File: config.mk
export PLATFORM = sky130hd
export DESIGN_NAME = spi_display_regs_flat
export DESIGN_NICKNAME = d
export VERILOG_FILES = /design/src/rtl/spi_display_regs_if.sv /design/src/rtl/spi_display_regs.sv /design/src/flat_wrapper.sv
export SDC_FILE = /design/constraint.sdc
export NUM_CORES = 1
export LEC_CHECK = 0
export BUFFER_PORTS_ARGS = -buffer_cell sky130_fd_sc_hd__buf_2
export CAP_MARGIN = 10
export CORE_ASPECT_RATIO = 1.25
export CORE_UTILIZATION = 52
export DETAILED_ROUTE_END_ITERATION = 6
export PLACE_DENSITY = 0.77
export SETUP_SLACK_MARGIN = 0.4
export SLEW_MARGIN = 10
export SYNTH_ARGS = -nofsm -noshare
export SYNTH_HDL_FRONTEND = slang
export SYNTH_SLANG_ARGS = --single-unit
File: constraint.sdc
create_clock -name vgaclk -period 1.75 [get_ports vgaclk]
set_input_delay 0.525 -clock vgaclk [delete_from_list [all_inputs] [get_ports vgaclk]]
set_output_delay 0.525 -clock vgaclk [all_outputs]
set_load 0.02 [all_outputs]
File: src/rtl/spi_display_regs_if.sv
// SPI link from the game MCU into the display register block.
//   sck   : SPI clock (mode 0; data is sampled on the rising edge)
//   mosi  : serial data, MSB first
//   cs_b  : active-low chip select that frames one packet
// The master modport drives the bus (MCU side, or a testbench).
// The slave modport is the receiver inside spi_display_regs.
interface spi_display_regs_if;
  logic sck;
  logic mosi;
  logic cs_b;

  modport master (output sck, output mosi, output cs_b);
  modport slave  (input  sck, input  mosi, input  cs_b);
endinterface

File: src/rtl/spi_display_regs.sv
// spi_display_regs
// Receives SPI command packets from the game MCU and writes them into a shadow
// register file of display state. The shadow is copied to the outputs once per
// frame, on the falling edge of vsync, so that the picture never tears.
// Ports:
//   vgaclk      in   pixel clock; the only clock in this module
//   reset_b     in   asynchronous active-low reset
//   spi         in   SPI bus (sck/mosi/cs_b); asynchronous to vgaclk
//   vsync       in   active-low vsync, already in the vgaclk domain
//   hp1, hp2    out  health-bar lengths, saturated at HP_MAX
//   sprite_sel1 out  main sprite index for player 1
//   sprite_sel2 out  main sprite index for player 2
//   cursor      out  selected move slot
//   screen_mode out  0 battle, 1 switch, 2 message, 3 reserved
//   pkt_err     out  sticky framing/address error flag (not frame-latched)
//   leds        out  last complete byte received (not frame-latched)
// Packet format: the first byte is an address (bits 7:3 must be zero). Each
// following byte writes shadow[ptr], and ptr then increments and wraps from 7
// to 0. Register 7 is a strobe that clears pkt_err.
module spi_display_regs #(
  parameter int SYNC_STAGES = 2,
  parameter int HP_MAX      = 100,
  parameter int HP_RESET    = 100
) (
  input  logic                vgaclk,
  input  logic                reset_b,
  spi_display_regs_if.slave   spi,
  input  logic                vsync,
  output logic [6:0]          hp1,
  output logic [6:0]          hp2,
  output logic [3:0]          sprite_sel1,
  output logic [3:0]          sprite_sel2,
  output logic [1:0]          cursor,
  output logic [1:0]          screen_mode,
  output logic                pkt_err,
  output logic [7:0]          leds
);

  localparam logic [7:0] HP_MAX_B   = 8'(HP_MAX);
  localparam logic [6:0] HP_MAX_7   = 7'(HP_MAX);
  localparam logic [6:0] HP_RESET_7 = 7'(HP_RESET);

  typedef enum logic [1:0] {IDLE, ADDR, DATA} state_t;

  // Synchroniser chains. Bit order is {cs_b, mosi, sck}.
  // Each chain resets to the idle bus level (cs_b high, sck low).
  logic [2:0] raw_in;
  logic [2:0] sync_q [SYNC_STAGES];
  assign raw_in = {spi.cs_b, spi.mosi, spi.sck};

  logic sck_s, mosi_s, cs_s;
  assign sck_s  = sync_q[SYNC_STAGES-1][0];
  assign mosi_s = sync_q[SYNC_STAGES-1][1];
  assign cs_s   = sync_q[SYNC_STAGES-1][2];

  // Registered state and its next-state values.
  state_t     state_q, state_d;
  logic       sck_prev_q, cs_prev_q;
  logic [2:0] bit_cnt_q, bit_cnt_d;
  logic [6:0] shift_q, shift_d;
  logic [2:0] ptr_q, ptr_d;
  logic       ignore_q, ignore_d;     // address error: drop bytes until cs_b rises
  logic       vsync_q, vsync_prev_q;
  logic       pkt_err_q, pkt_err_d;
  logic [7:0] leds_q, leds_d;

  logic [6:0] hp1_sh_q, hp1_sh_d, hp2_sh_q, hp2_sh_d;
  logic [3:0] spr1_sh_q, spr1_sh_d, spr2_sh_q, spr2_sh_d;
  logic [1:0] cur_sh_q, cur_sh_d, mode_sh_q, mode_sh_d;

  logic [6:0] hp1_q, hp1_d, hp2_q, hp2_d;
  logic [3:0] spr1_q, spr1_d, spr2_q, spr2_d;
  logic [1:0] cur_q, cur_d, mode_q, mode_d;

  // Decoded events for the current cycle.
  logic       sck_rise, cs_rise, byte_done, commit;
  logic       wr_en, err_set, err_clr;
  logic [7:0] rx_byte;
  logic [6:0] hp_sat;

  assign sck_rise  = sck_s & ~sck_prev_q;
  assign cs_rise   = cs_s & ~cs_prev_q;
  // cs_b high dominates: a byte that completes as cs_b deasserts is dropped.
  assign byte_done = ~cs_s & sck_rise & (bit_cnt_q == 3'd7);
  assign rx_byte   = {shift_q, mosi_s};
  assign hp_sat    = (rx_byte > HP_MAX_B) ? HP_MAX_7 : rx_byte[6:0];
  // Commit fires on a 1->0 transition of the registered vsync.
  assign commit    = vsync_prev_q & ~vsync_q;

  // Next-state logic for the FSM and the datapath.
  always_comb begin
    state_d   = state_q;
    ptr_d     = ptr_q;
    ignore_d  = ignore_q;
    bit_cnt_d = bit_cnt_q;
    shift_d   = shift_q;
    wr_en     = 1'b0;
    err_set   = 1'b0;
    err_clr   = 1'b0;

    if (cs_s) begin
      bit_cnt_d = 3'd0;
    end else if (sck_rise) begin
      bit_cnt_d = bit_cnt_q + 3'd1;
      shift_d   = rx_byte[6:0];
    end

    // A packet that ends mid-byte is a framing error.
    if (cs_rise && (bit_cnt_q != 3'd0)) err_set = 1'b1;

    if (cs_s) begin
      state_d  = IDLE;
      ignore_d = 1'b0;
    end else begin
      unique case (state_q)
        IDLE: if (!ignore_q) state_d = ADDR;
        ADDR: if (byte_done) begin
          if (rx_byte[7:3] != 5'd0) begin
            err_set  = 1'b1;
            ignore_d = 1'b1;
            state_d  = IDLE;
          end else begin
            ptr_d   = rx_byte[2:0];
            state_d = DATA;
          end
        end
        DATA: if (byte_done) begin
          wr_en = 1'b1;
          ptr_d = ptr_q + 3'd1;
        end
        default: state_d = IDLE;
      endcase
    end

    hp1_sh_d  = hp1_sh_q;
    hp2_sh_d  = hp2_sh_q;
    spr1_sh_d = spr1_sh_q;
    spr2_sh_d = spr2_sh_q;
    cur_sh_d  = cur_sh_q;
    mode_sh_d = mode_sh_q;
    if (wr_en) begin
      unique case (ptr_q)
        3'd0: hp1_sh_d  = hp_sat;
        3'd1: hp2_sh_d  = hp_sat;
        3'd2: spr1_sh_d = rx_byte[3:0];
        3'd3: spr2_sh_d = rx_byte[3:0];
        3'd4: cur_sh_d  = rx_byte[1:0];
        3'd5: mode_sh_d = rx_byte[1:0];
        3'd7: err_clr   = 1'b1;
        default: ;  // slot 6 is reserved and silently ignored
      endcase
    end

    // A new error beats a same-cycle clear.
    pkt_err_d = err_set ? 1'b1 : (err_clr ? 1'b0 : pkt_err_q);
    leds_d    = byte_done ? rx_byte : leds_q;

    // The commit reads the shadow registers before this cycle's write lands,
    // so a write that completes on the commit cycle appears at the next frame.
    hp1_d  = commit ? hp1_sh_q  : hp1_q;
    hp2_d  = commit ? hp2_sh_q  : hp2_q;
    spr1_d = commit ? spr1_sh_q : spr1_q;
    spr2_d = commit ? spr2_sh_q : spr2_q;
    cur_d  = commit ? cur_sh_q  : cur_q;
    mode_d = commit ? mode_sh_q : mode_q;
  end

  always_ff @(posedge vgaclk or negedge reset_b) begin
    if (!reset_b) begin
      for (int i = 0; i < SYNC_STAGES; i++) sync_q[i] <= 3'b100;
    end else begin
      sync_q[0] <= raw_in;
      for (int i = 1; i < SYNC_STAGES; i++) sync_q[i] <= sync_q[i-1];
    end
  end

  // FSM state register.
  always_ff @(posedge vgaclk or negedge reset_b) begin
    if (!reset_b) state_q <= IDLE;
    else          state_q <= state_d;
  end

  always_ff @(posedge vgaclk or negedge reset_b) begin
    if (!reset_b) begin
      sck_prev_q   <= 1'b0;
      cs_prev_q    <= 1'b1;
      bit_cnt_q    <= 3'd0;
      shift_q      <= 7'd0;
      ptr_q        <= 3'd0;
      ignore_q     <= 1'b0;
      vsync_q      <= 1'b1;
      vsync_prev_q <= 1'b1;
      pkt_err_q    <= 1'b0;
      leds_q       <= 8'd0;
      hp1_sh_q     <= HP_RESET_7;
      hp2_sh_q     <= HP_RESET_7;
      spr1_sh_q    <= 4'd1;
      spr2_sh_q    <= 4'd2;
      cur_sh_q     <= 2'd0;
      mode_sh_q    <= 2'd0;
      hp1_q        <= HP_RESET_7;
      hp2_q        <= HP_RESET_7;
      spr1_q       <= 4'd1;
      spr2_q       <= 4'd2;
      cur_q        <= 2'd0;
      mode_q       <= 2'd0;
    end else begin
      sck_prev_q   <= sck_s;
      cs_prev_q    <= cs_s;
      bit_cnt_q    <= bit_cnt_d;
      shift_q      <= shift_d;
      ptr_q        <= ptr_d;
      ignore_q     <= ignore_d;
      vsync_q      <= vsync;
      vsync_prev_q <= vsync_q;
      pkt_err_q    <= pkt_err_d;
      leds_q       <= leds_d;
      hp1_sh_q     <= hp1_sh_d;
      hp2_sh_q     <= hp2_sh_d;
      spr1_sh_q    <= spr1_sh_d;
      spr2_sh_q    <= spr2_sh_d;
      cur_sh_q     <= cur_sh_d;
      mode_sh_q    <= mode_sh_d;
      hp1_q        <= hp1_d;
      hp2_q        <= hp2_d;
      spr1_q       <= spr1_d;
      spr2_q       <= spr2_d;
      cur_q        <= cur_d;
      mode_q       <= mode_d;
    end
  end

  assign hp1         = hp1_q;
  assign hp2         = hp2_q;
  assign sprite_sel1 = spr1_q;
  assign sprite_sel2 = spr2_q;
  assign cursor      = cur_q;
  assign screen_mode = mode_q;
  assign pkt_err     = pkt_err_q;
  assign leds        = leds_q;

endmodule

File: src/flat_wrapper.sv
// flat-port wrapper written by rule: the top's interface ports become plain ports
module spi_display_regs_flat 
#(
  parameter int SYNC_STAGES = 2,
  parameter int HP_MAX      = 100,
  parameter int HP_RESET    = 100
)
  (vgaclk, reset_b, vsync, hp1, hp2, sprite_sel1, sprite_sel2, cursor, screen_mode, pkt_err, leds, spi_sck, spi_mosi, spi_cs_b);
  spi_display_regs_if spi_i ();
  input  logic vgaclk;
  input  logic reset_b;
  input  logic vsync;
  output logic [6:0] hp1;
  output logic [6:0] hp2;
  output logic [3:0] sprite_sel1;
  output logic [3:0] sprite_sel2;
  output logic [1:0] cursor;
  output logic [1:0] screen_mode;
  output logic pkt_err;
  output logic [7:0] leds;
  input wire logic [$bits(spi_i.sck)-1:0] spi_sck;
  input wire logic [$bits(spi_i.mosi)-1:0] spi_mosi;
  input wire logic [$bits(spi_i.cs_b)-1:0] spi_cs_b;
  assign spi_i.sck = spi_sck;
  assign spi_i.mosi = spi_mosi;
  assign spi_i.cs_b = spi_cs_b;
  spi_display_regs #(.SYNC_STAGES(SYNC_STAGES), .HP_MAX(HP_MAX), .HP_RESET(HP_RESET)) u_core (.vgaclk(vgaclk), .reset_b(reset_b), .spi(spi_i), .vsync(vsync), .hp1(hp1), .hp2(hp2), .sprite_sel1(sprite_sel1), .sprite_sel2(sprite_sel2), .cursor(cursor), .screen_mode(screen_mode), .pkt_err(pkt_err), .leds(leds));
endmodule
* Yosys cells after proc, flatten, opt, wreduce, memory -nomap -nowiden
Index checks and enable logic that the tools add are counted.
** Storage, ports and cells
- Register bits after elaboration :: 87
- Input port bits :: 6
- Output and inout bits :: 35
- Logic and storage cells :: 101
** Operators by class
- $add $sub $neg :: 2
- $lt $le $gt $ge :: 1
- Equal/unequal tests :: 15
- Muxes and demuxes :: 28
- Bitwise logic cells :: 9
- Reductions and logical operators :: 21
** Operators with widths (count)
- two-way mux 1 bit :: 16
- two-way mux 3 bit :: 5
- AND reduction 2 bit :: 7
- == test 3 bit, second input constant :: 4
- nonzero test 2 bit :: 6
- > comparator 8 x 7 -> 1 bit, second input constant :: 1
- two-way mux 2 bit :: 4
- two-way mux 7 bit :: 1
- adder 3 x 1 -> 3 bit, second input constant :: 2
- == test 3 x 2 -> 1 bit, second input constant :: 2
- inequality test 2 x 1 -> 1 bit, second input constant :: 3
- one-hot mux 2 bit (3 select lines) :: 1
- one-hot mux 3 bit (2 select lines) :: 1
- AND reduction 3 bit :: 2
- AND 1 bit :: 5
- AND reduction 5 bit :: 1
- nonzero test 5 bit :: 1
- inverter 1 bit :: 4
- == test 3 x 1 -> 1 bit, second input constant :: 1
- logical NOT 3 bit :: 1
- inequality test 3 x 1 -> 1 bit, second input constant :: 1
- inequality test 3 x 2 -> 1 bit, second input constant :: 1
- nonzero test 3 bit :: 1
- == test 2 x 1 -> 1 bit, second input constant :: 1
- other kinds (4) :: 4

* Logic depth before layout (Yosys ltp)
Gate-level depths: netlist of the first run.
- Depth in word-level cells :: 10
- Gate-level depth with buffers :: 7
- Mapped depth without buffers :: 6

* Worst setup path after synthesis of the first run
OpenSTA, ideal clock, no wires.
- Path type :: register to register
- Start :: register u_core.bit_cnt_q[0]
- End :: register u_core.ptr_q[0]
- Setup time :: 0.123 ns
- Arrival :: 1.621 ns
- Required time :: 1.627 ns
- Slack :: 0.006 ns
- Stages on the path, launching flop included :: 7
- Path buffers :: 0
- Clock period less this slack :: 1.744 ns
- Cells stage by stage :: dfrtp_1 -> ha_1 -> ha_1 -> and4bb_4 -> nand3b_2 -> or3b_1 -> o221a_1
** On the way
- Cells in the longest elaborated chain, start to end :: 4
- Elaborated cells between the ends (all ways) :: 5
- Classes of those cells :: 3 x eq/ne; 1 x bitwise; 1 x reduce/logical
** Ends and longest elaborated chain
- start: declaration :: line spi_display_regs.sv:59 : logic [2:0] bit_cnt_q, bit_cnt_d;
- start signal: assignment :: line spi_display_regs.sv:210 : bit_cnt_q <= bit_cnt_d;
- == test 3 bit (*) :: line spi_display_regs.sv:84 : assign byte_done = ~cs_s & sck_rise & (bit_cnt_q == 3'd7);
- AND 1 bit (*) :: line spi_display_regs.sv:84
- inequality test 2 x 1 -> 1 bit (no line)
- AND reduction 5 bit (no line) (*)
- end signal: assignment :: line spi_display_regs.sv:212 : ptr_q <= ptr_d;
- end: declaration :: line spi_display_regs.sv:61 : logic [2:0] ptr_q, ptr_d;
Every way passes the cells marked *; elsewhere a longest branch is shown, timed or not.
A chain may end at the register's enable or synchronous reset.

* Worst setup path after layout of the first run
- Start :: register u_core.bit_cnt_q[1]
- End :: register u_core.ptr_q[0]
The elaborated chain is that of the path after synthesis.

==> results by group, run 1 <==
Drt
  – Count of nets left with antenna violations after detail routing: 0
  – Total length of routed wires: roughly 8300 um
  – Detailed-route via count: 2440
  – Drt first pass iters: 4
  – Vias per Instance: 5.30
  – DR DRC count: 0
  – Detail-routed net length per standard cell: about 18 um
  – Number of DRC markers after the initial detailed-route iteration: 142

Placed design
  – Gp weighted congestion: about 0.8
  – Quantity of I/O buffers inserted on ports: 40
  – Setup slack at placement: -0.0266 ns
  – Post-DP HPWL: between 4000 and 5000 um

Pwr
  – Worst IR drop on VDD: roughly 0.0007 V
  – P per Cell Area: 872 nW/um2
  – Static leakage power: roughly 2.5 nW

Floorplanning
  – Die X-Extent: between 70 and 80 um
  – Rows: 33
  – Full die area: between 7000 and 8000 um2
  – Core box area: approximately 6600 um2
  – Io pins: between 40 and 50
  – Starting density of the core: 53.8%
  – Die boundary height: 94.1 um

Clock tree
  – Number of H-tree levels: 3
  – CTS max path bufs: 2
  – Total clock buffers created by CTS: 9
  – Clk root buf: clkbuf_8
  – Post-CTS Hold Buffers: 0
  – Clock network latency to the later pin of the worst-skew pair: ~0.36 ns
  – Sinks on the clock net: a little under 90
  – TritonCTS clock tree: done
  – Clock-pin slew on the worst setup and hold paths: roughly 0.1 ns

Synthesis
  – Largest family of logic cells by synthesized area: multiplexers
  – Primary flip-flop cell chosen by synthesis mapping: dfrtp_1
  – Warnings, synthesis: 0
  – Number of enable flip-flop cells after synthesis: 0
  – Post-synthesis sequential area ratio: 62.4%
  – Commonest cells in the netlist: dfrtp_1 (66), mux2_2 (53), nand2_1 (38)
  – Top post-synthesis cells by area: dfrtp_1 (47%), mux2_2 (17%), dfstp_2 (16%), nand2_1 (4.0%), ha_1 (3.2%)
  – Compound-gate portion of the synthesized area: 4.18%
  – Portion of synthesized cell area occupied by the leading cell type: 46.8%
  – Most repeated cell in the gate-level netlist after synthesis: dfrtp_1
  – Avg Inst Size Synth: roughly 13 um2
  – Area leader, netlist: dfrtp_1
  – Register bit total from synthesis: 87
  – Simple-gate share of the synthesized area: between 10% and 20%
  – Share of flip-flops with an asynchronous set or reset: between 90% and 100%
  – Number of cells produced by synthesis: 269
  – Synth Area in Adders: about 3.2%
  – Number of library cell types mapped by synthesis: 36
  – Synthesized net count: approximately 280
  – Area share of xor/xnor cells in the synthesized design: less than 1%
  – Fraction of synthesized area in multiplexers: between 10% and 20%
  – Post-synthesis cell area: approximately 3500 um2

Global route
  – Maximum number of pins on one net before global-route repair: 55
  – GRT overflow: 0
  – Aggregate global-route resource usage: approximately 25%
  – Initial antenna violation count: 0
  – Number of global-route vias before repair: 2535
  – Wire length of the first global-routing pass: around 13000 um

STA
  – Setup TNS: -0.0679 ns
  – Post-layout worst setup margin: -0.0299 ns
  – Actual slew at the worst max-slew pin: 0.428 ns
  – Setup repair after global routing missed its margin: true
  – Tightest slew margin relative to the limit: between 70% and 80%
  – Final Cycle Share: 102%
  – Setup violations, final: 3
  – Max-slew violation count: 0
  – Post-layout min period: ~1.8 ns
  – Post-route clock skew: about 0.015 ns
  – Hold Vio Cnt, Final: 0
  – Maximum clock frequency: 0.562 GHz

Finish
  – Area growth from synthesis to final layout: 44.8%
  – # nets final: ~380
  – Multi-input gate area: about 1600 um2
  – Filler instances: around 350
  – Ant. Diodes: 0
  – Share of cells above drive strength 1: roughly three fifths
  – Storage cell area: 2200 um2

Critical path
  – Worst path required time: about 2 ns
  – Maximum fanout count along the critical path: 3
  – Register-to-register setup slack: -0.03 ns
  – R2R Path End: u_core.ptr_q[0]$_DFFE_PN0P_
  – Startpoint Class: flip-flop
  – Start of the worst register-to-register path: u_core.bit_cnt_q[1]$_DFFE_PN0P_
  – Crit Path Category: flip-flop to flip-flop
  – FF-to-FF path depth: 6
  – Type of element capturing the critical path: flip-flop
  – Worst path arrival time: between 2 and 2.5 ns

Worst hold path
  – Path type of the worst min-delay path: input port to asynchronous set/reset pin

Status
  – Status: finished with violations
  – Violated checks: negative setup slack

Run
  – Number of maximum-capacitance constraint violations: 0
==> worst max path at each step <==
stage / start / endpoint / slack [ns] / cells past startpoint
3_3_place_gp: u_core.bit_cnt_q[0]$_DFFE_PN0P_ / u_core.ptr_q[0]$_DFFE_PN0P_ / 0.03 / 6
6_report: u_core.bit_cnt_q[1]$_DFFE_PN0P_ / u_core.ptr_q[0]$_DFFE_PN0P_ / -0.03 / 6
5_1_grt: u_core.bit_cnt_q[1]$_DFFE_PN0P_ / u_core.ptr_q[0]$_DFFE_PN0P_ / -0.08 / 6
4_1_cts: u_core.bit_cnt_q[1]$_DFFE_PN0P_ / u_core.ptr_q[0]$_DFFE_PN0P_ / -0.008 / 6
3_5_place_dp: u_core.bit_cnt_q[1]$_DFFE_PN0P_ / u_core.ptr_q[0]$_DFFE_PN0P_ / -0.03 / 6
2_1_floorplan: u_core.bit_cnt_q[0]$_DFFE_PN0P_ / u_core.ptr_q[0]$_DFFE_PN0P_ / 0.04 / 6
==> area by class of cell <==
cell class	instances	share of cell area, %
clock buffers	10	2.49
clock inverters	6	1.81
well taps	87	2.13
multi-input cells	165	30.5
repair buffers	99	19.6
inverters	6	0.440
flip-flops and latches	87	43.1
==> per-stage QoR <==
| step | hold WS [ns] | utilization (%) | instance area, um2 | total power, mW | instances |
|---|---|---|---|---|---|
| 6_report | 0.00907 | 77.9 | 5120 | 4.46 | 460 |
| 5_1_grt | 0.00968 | 77.9 | 5120 | 4.64 | 460 |
| 4_1_cts | 0.0136 | 74.1 | 4870 | 4.40 | 446 |
| 3_5_place_dp | 0.340 | 61.5 | 4040 | 2.79 | 404 |
| 3_3_place_gp | 0.334 | 61.5 | 4040 | 2.78 | 404 |
| 2_1_floorplan | 0.229 | - | 3660 | 2.55 | 269 |
==> kinds of logic after synthesis <==
| logic type | count (synthesis) |
|---|---|
| buf+inv | 17 |
| flops | 87 |
| fa+ha+maj | 9 |
| mux | 54 |
| compound gates | 25 |
| xor+xnor | 1 |
| simple gates | 76 |
==> report_power, final <==
part	leakage (nW)	total, mW	internal, mW	switching (mW)
combinational	1.29	0.693	0.312	0.381
sequential	1.11	2.21	2.10	0.104
clock	0.104	1.56	0.815	0.749
total	2.51	4.46	3.23	1.23
==> registers in the layout (all words and copies together) (netlist names), 2 cells and up <==
name,cells
u_core.leds,8
u_core.ptr_q,3
u_core.cur_sh_q,2
u_core.sprite_sel1,4
u_core.hp2,7
u_core.hp1,7
u_core.hp2_sh_q,7
u_core.mode_sh_q,2
u_core.spr1_sh_q,4
u_core.hp1_sh_q,7
u_core.state_q,2
u_core.cursor,2
u_core.sync_q,3
u_core.screen_mode,2
u_core.spr2_sh_q,4
u_core.bit_cnt_q,3
u_core.sprite_sel2,4
u_core.shift_q,7
==> per-layer routing <==
layer / GRT usage (%) / part of all wire, % / vias up
li1: - / - / 1116
met1: 29.3 / 40 / 1257
met2: 42.9 / 55 / 51
met3: 5.26 / 2.8 / 16
met4: 11.1 / 2.2 / 0
met5: 0 / 0 / -
==> worst max-delay path, stage by stage (launching register included) <==
cell and delay [ns]:
dfrtp_1 0.41, ha_4 0.17, ha_4 0.12, and4bb_4 0.26
nand3b_4 0.08, or3b_4 0.38, o221a_1 0.24
==> placed cells by master (no fill, tap or decap), types with 3 or more instances in the layout <==
cell type	instances
dfrtp_1	66
buf_4	45
buf_6	43
mux2_4	32
nand2_1	24
mux2_2	21
dfstp_2	21
nor2_1	13
nand2_2	11
clkbuf_8	9
o21ai_1	6
ha_1	6
inv_1	5
o21ai_2	4
a21oi_1	4
buf_2	4
buf_12	4
nand2_4	3
nor2b_1	3
ha_4	3
==> repair_timing <==
item                       in CTS  in global routing
pin swaps                       8                  6
setup endpoints to repair      87                109
buffers inserted               24                 13
cloned                          2                  1
resized for setup             116                 27
(Power assumes the default switching activity.)
==> run 2, diff against run 1 <==
Settings changed: GPL_ROUTABILITY_DRIVEN set to 1, PLACE_DENSITY 0.77 to 0.75.
==> run 2 against run 1 <==
Compared with the run above: the flow still finishes with violations (negative setup slack); final cell count fell by 1.1%; design area fell by 1.6%; worst hold slack improved by 0.060 ns; highest routed layer unchanged; clock power shrank 6%; sequential power about the same.
==> results by group, run 2 (synthesis gave the netlist of run 1 again) <==
Status
  – Status: finished with violations (unchanged)
  – Violated checks: negative setup slack (unchanged)

Critical path
  – Maximum fanout count along the critical path: 3 (unchanged)
  – R2R Path End: u_core.ptr_q[2]$_DFFE_PN0P_ (was u_core.ptr_q[0]$_DFFE_PN0P_)
  – Startpoint Class: flip-flop (unchanged)
  – Worst path arrival time: 2.12 ns (was 2.03 ns)
  – Register-to-register setup slack: -0.08 ns (was -0.03 ns)
  – Start of the worst register-to-register path: u_core.bit_cnt_q[1]$_DFFE_PN0P_ (unchanged)
  – List of cells traversed by the critical path: ha_2, ha_4, and4bb_4, buf_4, buf_6, buf_4, a31oi_1, o21ai_1, a21oi_1 (was ha_4, ha_4, and4bb_4, nand3b_4, or3b_4, o221a_1)
  – FF-to-FF path depth: 9 (was 6)
  – Launching instance or port of the critical path: u_core.bit_cnt_q[1]$_DFFE_PN0P_ (unchanged)
  – Master of the slowest instance on the critical path: dfrtp_1 (unchanged)
  – Worst path required time: 2.04 ns (was 2.00 ns)
  – Crit path largest cell delay: 0.40 ns (was 0.41 ns)
  – Crit Path Category: flip-flop to flip-flop (unchanged)
  – Type of element capturing the critical path: flip-flop (unchanged)
  – CP dominant cell by count: buf_4 (was ha_4)

Finish
  – Flip-flop count of the largest register, all copies and words added: 8 (unchanged)
  – Most common cell after layout, fill and taps aside: dfrtp_1 (unchanged)
  – # nets final: 378 (was 383)
  – Share of cells above drive strength 1: 59.8% (was 60.6%)
  – Core utilization of the finished layout: 76.7% (was 77.9%)
  – Finished Layout Cells: 455 (was 460)
  – Filler instances: 378 (was 351)
  – Final instance area: 5040 um2 (was 5120 um2)
  – Ant. Diodes: 0 (unchanged)
  – Area growth from synthesis to final layout: 42.6% (was 44.8%)
  – Most used cells in the layout excluding fill and tap cells: dfrtp_1 (66), buf_6 (43), buf_4 (41) (was dfrtp_1 (66), buf_4 (45), buf_6 (43))

Pwr
  – Worst IR drop on VDD: 0.000681 V (was 0.000688 V)
  – Pwr Total: 4.38 mW (was 4.46 mW)
  – P per Cell Area: 869 nW/um2 (was 872 nW/um2)
  – Static leakage power: 2.50 nW (was 2.51 nW)

Clock tree
  – Number of H-tree levels: 3 (unchanged)
  – CTS max path bufs: 2 (unchanged)
  – Total clock buffers created by CTS: 9 (unchanged)
  – Clock network latency to the later pin of the worst-skew pair: 0.37 ns (was 0.36 ns)
  – TritonCTS clock tree: done (unchanged)
  – Post-CTS Hold Buffers: 0 (unchanged)
  – Sinks on the clock net: 87 (unchanged)
  – Clk root buf: clkbuf_8 (unchanged)
  – Clock-pin slew on the worst setup and hold paths: 0.10 ns (about the same)

Global route
  – Maximum number of pins on one net before global-route repair: 41 (was 55)
  – Number of global-route vias before repair: 2389 (was 2535)
  – Initial antenna violation count: 0 (unchanged)
  – Wire length of the first global-routing pass: 11700 um (was 12600 um)
  – Aggregate global-route resource usage: 23.0% (was 24.9%)
  – GRT overflow: 0 (unchanged)

Placed design
  – Gp weighted congestion: 0.865 (was 0.818)
  – Post-DP HPWL: 4400 um (was 4470 um)
  – Post-Place Cells: 403 (was 404)
  – Setup slack at placement: -0.0392 ns (was -0.0266 ns)
  – Placement-stage cell area: 4030 um2 (was 4040 um2)
  – Quantity of I/O buffers inserted on ports: 40 (unchanged)

STA
  – Post-layout min period: 1.83 ns (was 1.78 ns)
  – Setup violations, final: 2 (was 3)
  – Hold Vio Cnt, Final: 0 (unchanged)
  – Worst hold slack: 0.0695 ns (was 0.00907 ns)
  – Final Cycle Share: 104% (was 102%)
  – Tightest slew margin relative to the limit: 73.8% (was 71.4%)
  – Actual slew at the worst max-slew pin: 0.393 ns (was 0.428 ns)
  – Max-slew violation count: 0 (unchanged)
  – Setup TNS: -0.117 ns (was -0.0679 ns)
  – Post-route clock skew: 0.0174 ns (was 0.0151 ns)
  – Maximum clock frequency: 0.547 GHz (was 0.562 GHz)
  – Post-layout worst setup margin: -0.0776 ns (was -0.0299 ns)
  – Setup repair after global routing missed its margin: true (unchanged)

Run
  – Number of maximum-capacitance constraint violations: 0 (unchanged)

Floorplanning
  – Full die area: 7130 um2 (unchanged)
  – Die X-Extent: 75.7 um (unchanged)
  – Io pins: 41 (unchanged)
  – Rows: 33 (unchanged)
  – Starting density of the core: 53.8% (unchanged)
  – Core box area: 6570 um2 (unchanged)
  – Die boundary height: 94.1 um (unchanged)

Drt
  – Total met2 wirelength after detailed routing: 4520 um (was 4600 um)
  – Detailed-route via count: 2409 (was 2440)
  – Vias per Instance: 5.29 (was 5.30)
  – Met3 wire len: 302 um (was 229 um)
  – Count of nets left with antenna violations after detail routing: 0 (unchanged)
  – Detail-routed net length per standard cell: 18.2 um (was 18.1 um)
  – Number of DRC markers after the initial detailed-route iteration: 155 (was 142)
  – DR DRC count: 0 (unchanged)
  – Total length of routed wires: 8270 um (was 8310 um)
  – Top routing layer used: met4 (unchanged)
  – Met1 routed wirelength after detailed routing: 3280 um (was 3300 um)
  – Drt first pass iters: 4 (unchanged)

Worst hold path
  – Path type of the worst min-delay path: input port to asynchronous set/reset pin (unchanged)
## run 2: critical path, delay by kind of cell, from the launching register on
| family | cells | cell delay (ns) |
|---|---|---|
| flops | 1 | 0.40 |
| compound gates | 3 | 0.40 |
| buf+inv | 3 | 0.39 |
| fa+ha+maj | 2 | 0.37 |
| simple gates | 1 | 0.21 |
## run 2: worst max path at each step
stage                                  end
3_5_place_dp   u_core.ptr_q[0]$_DFFE_PN0P_
6_report       u_core.ptr_q[2]$_DFFE_PN0P_
5_1_grt        u_core.ptr_q[2]$_DFFE_PN0P_
4_1_cts        u_core.ptr_q[0]$_DFFE_PN0P_
2_1_floorplan  u_core.ptr_q[0]$_DFFE_PN0P_
3_3_place_gp   u_core.ptr_q[0]$_DFFE_PN0P_
## run 2: area by class of cell
| class | count | area, um2 | share of cell area [%] |
|---|---|---|---|
| tap | 87 | 109 | 2.16 |
| multi-input combinational | 165 | 1550 | 30.7 |
| clock inverter | 7 | 80.1 | 1.59 |
| sequential | 87 | 2200 | 43.8 |
| timing repair buffer | 94 | 952 | 18.9 |
| clock buffer | 9 | 124 | 2.46 |
| inverter | 6 | 22.5 | 0.447 |
## run 2: power by group
part / switching [mW] / internal (mW)
clock network: 0.780 / 0.680
logic: 0.381 / 0.296
registers: 0.140 / 2.10
total: 1.30 / 3.08
## run 2: what timing repair did
item / in CTS / in global routing
buffers inserted: 22 / 11
gates cloned: 2 / 1
resized for setup: 105 / 37
setup endpoints to repair: 86 / 105
hold endpoints to repair: 0 / 0
pin swaps: 9 / 6
## run 2: routing by layer
| metal | track usage, % | up-vias |
|---|---|---|
| li1 | - | 1110 |
| met1 | 27.6 | 1219 |
| met2 | 39.2 | 67 |
| met3 | 5.36 | 13 |
| met4 | 8.64 | 0 |
| met5 | 0 | - |
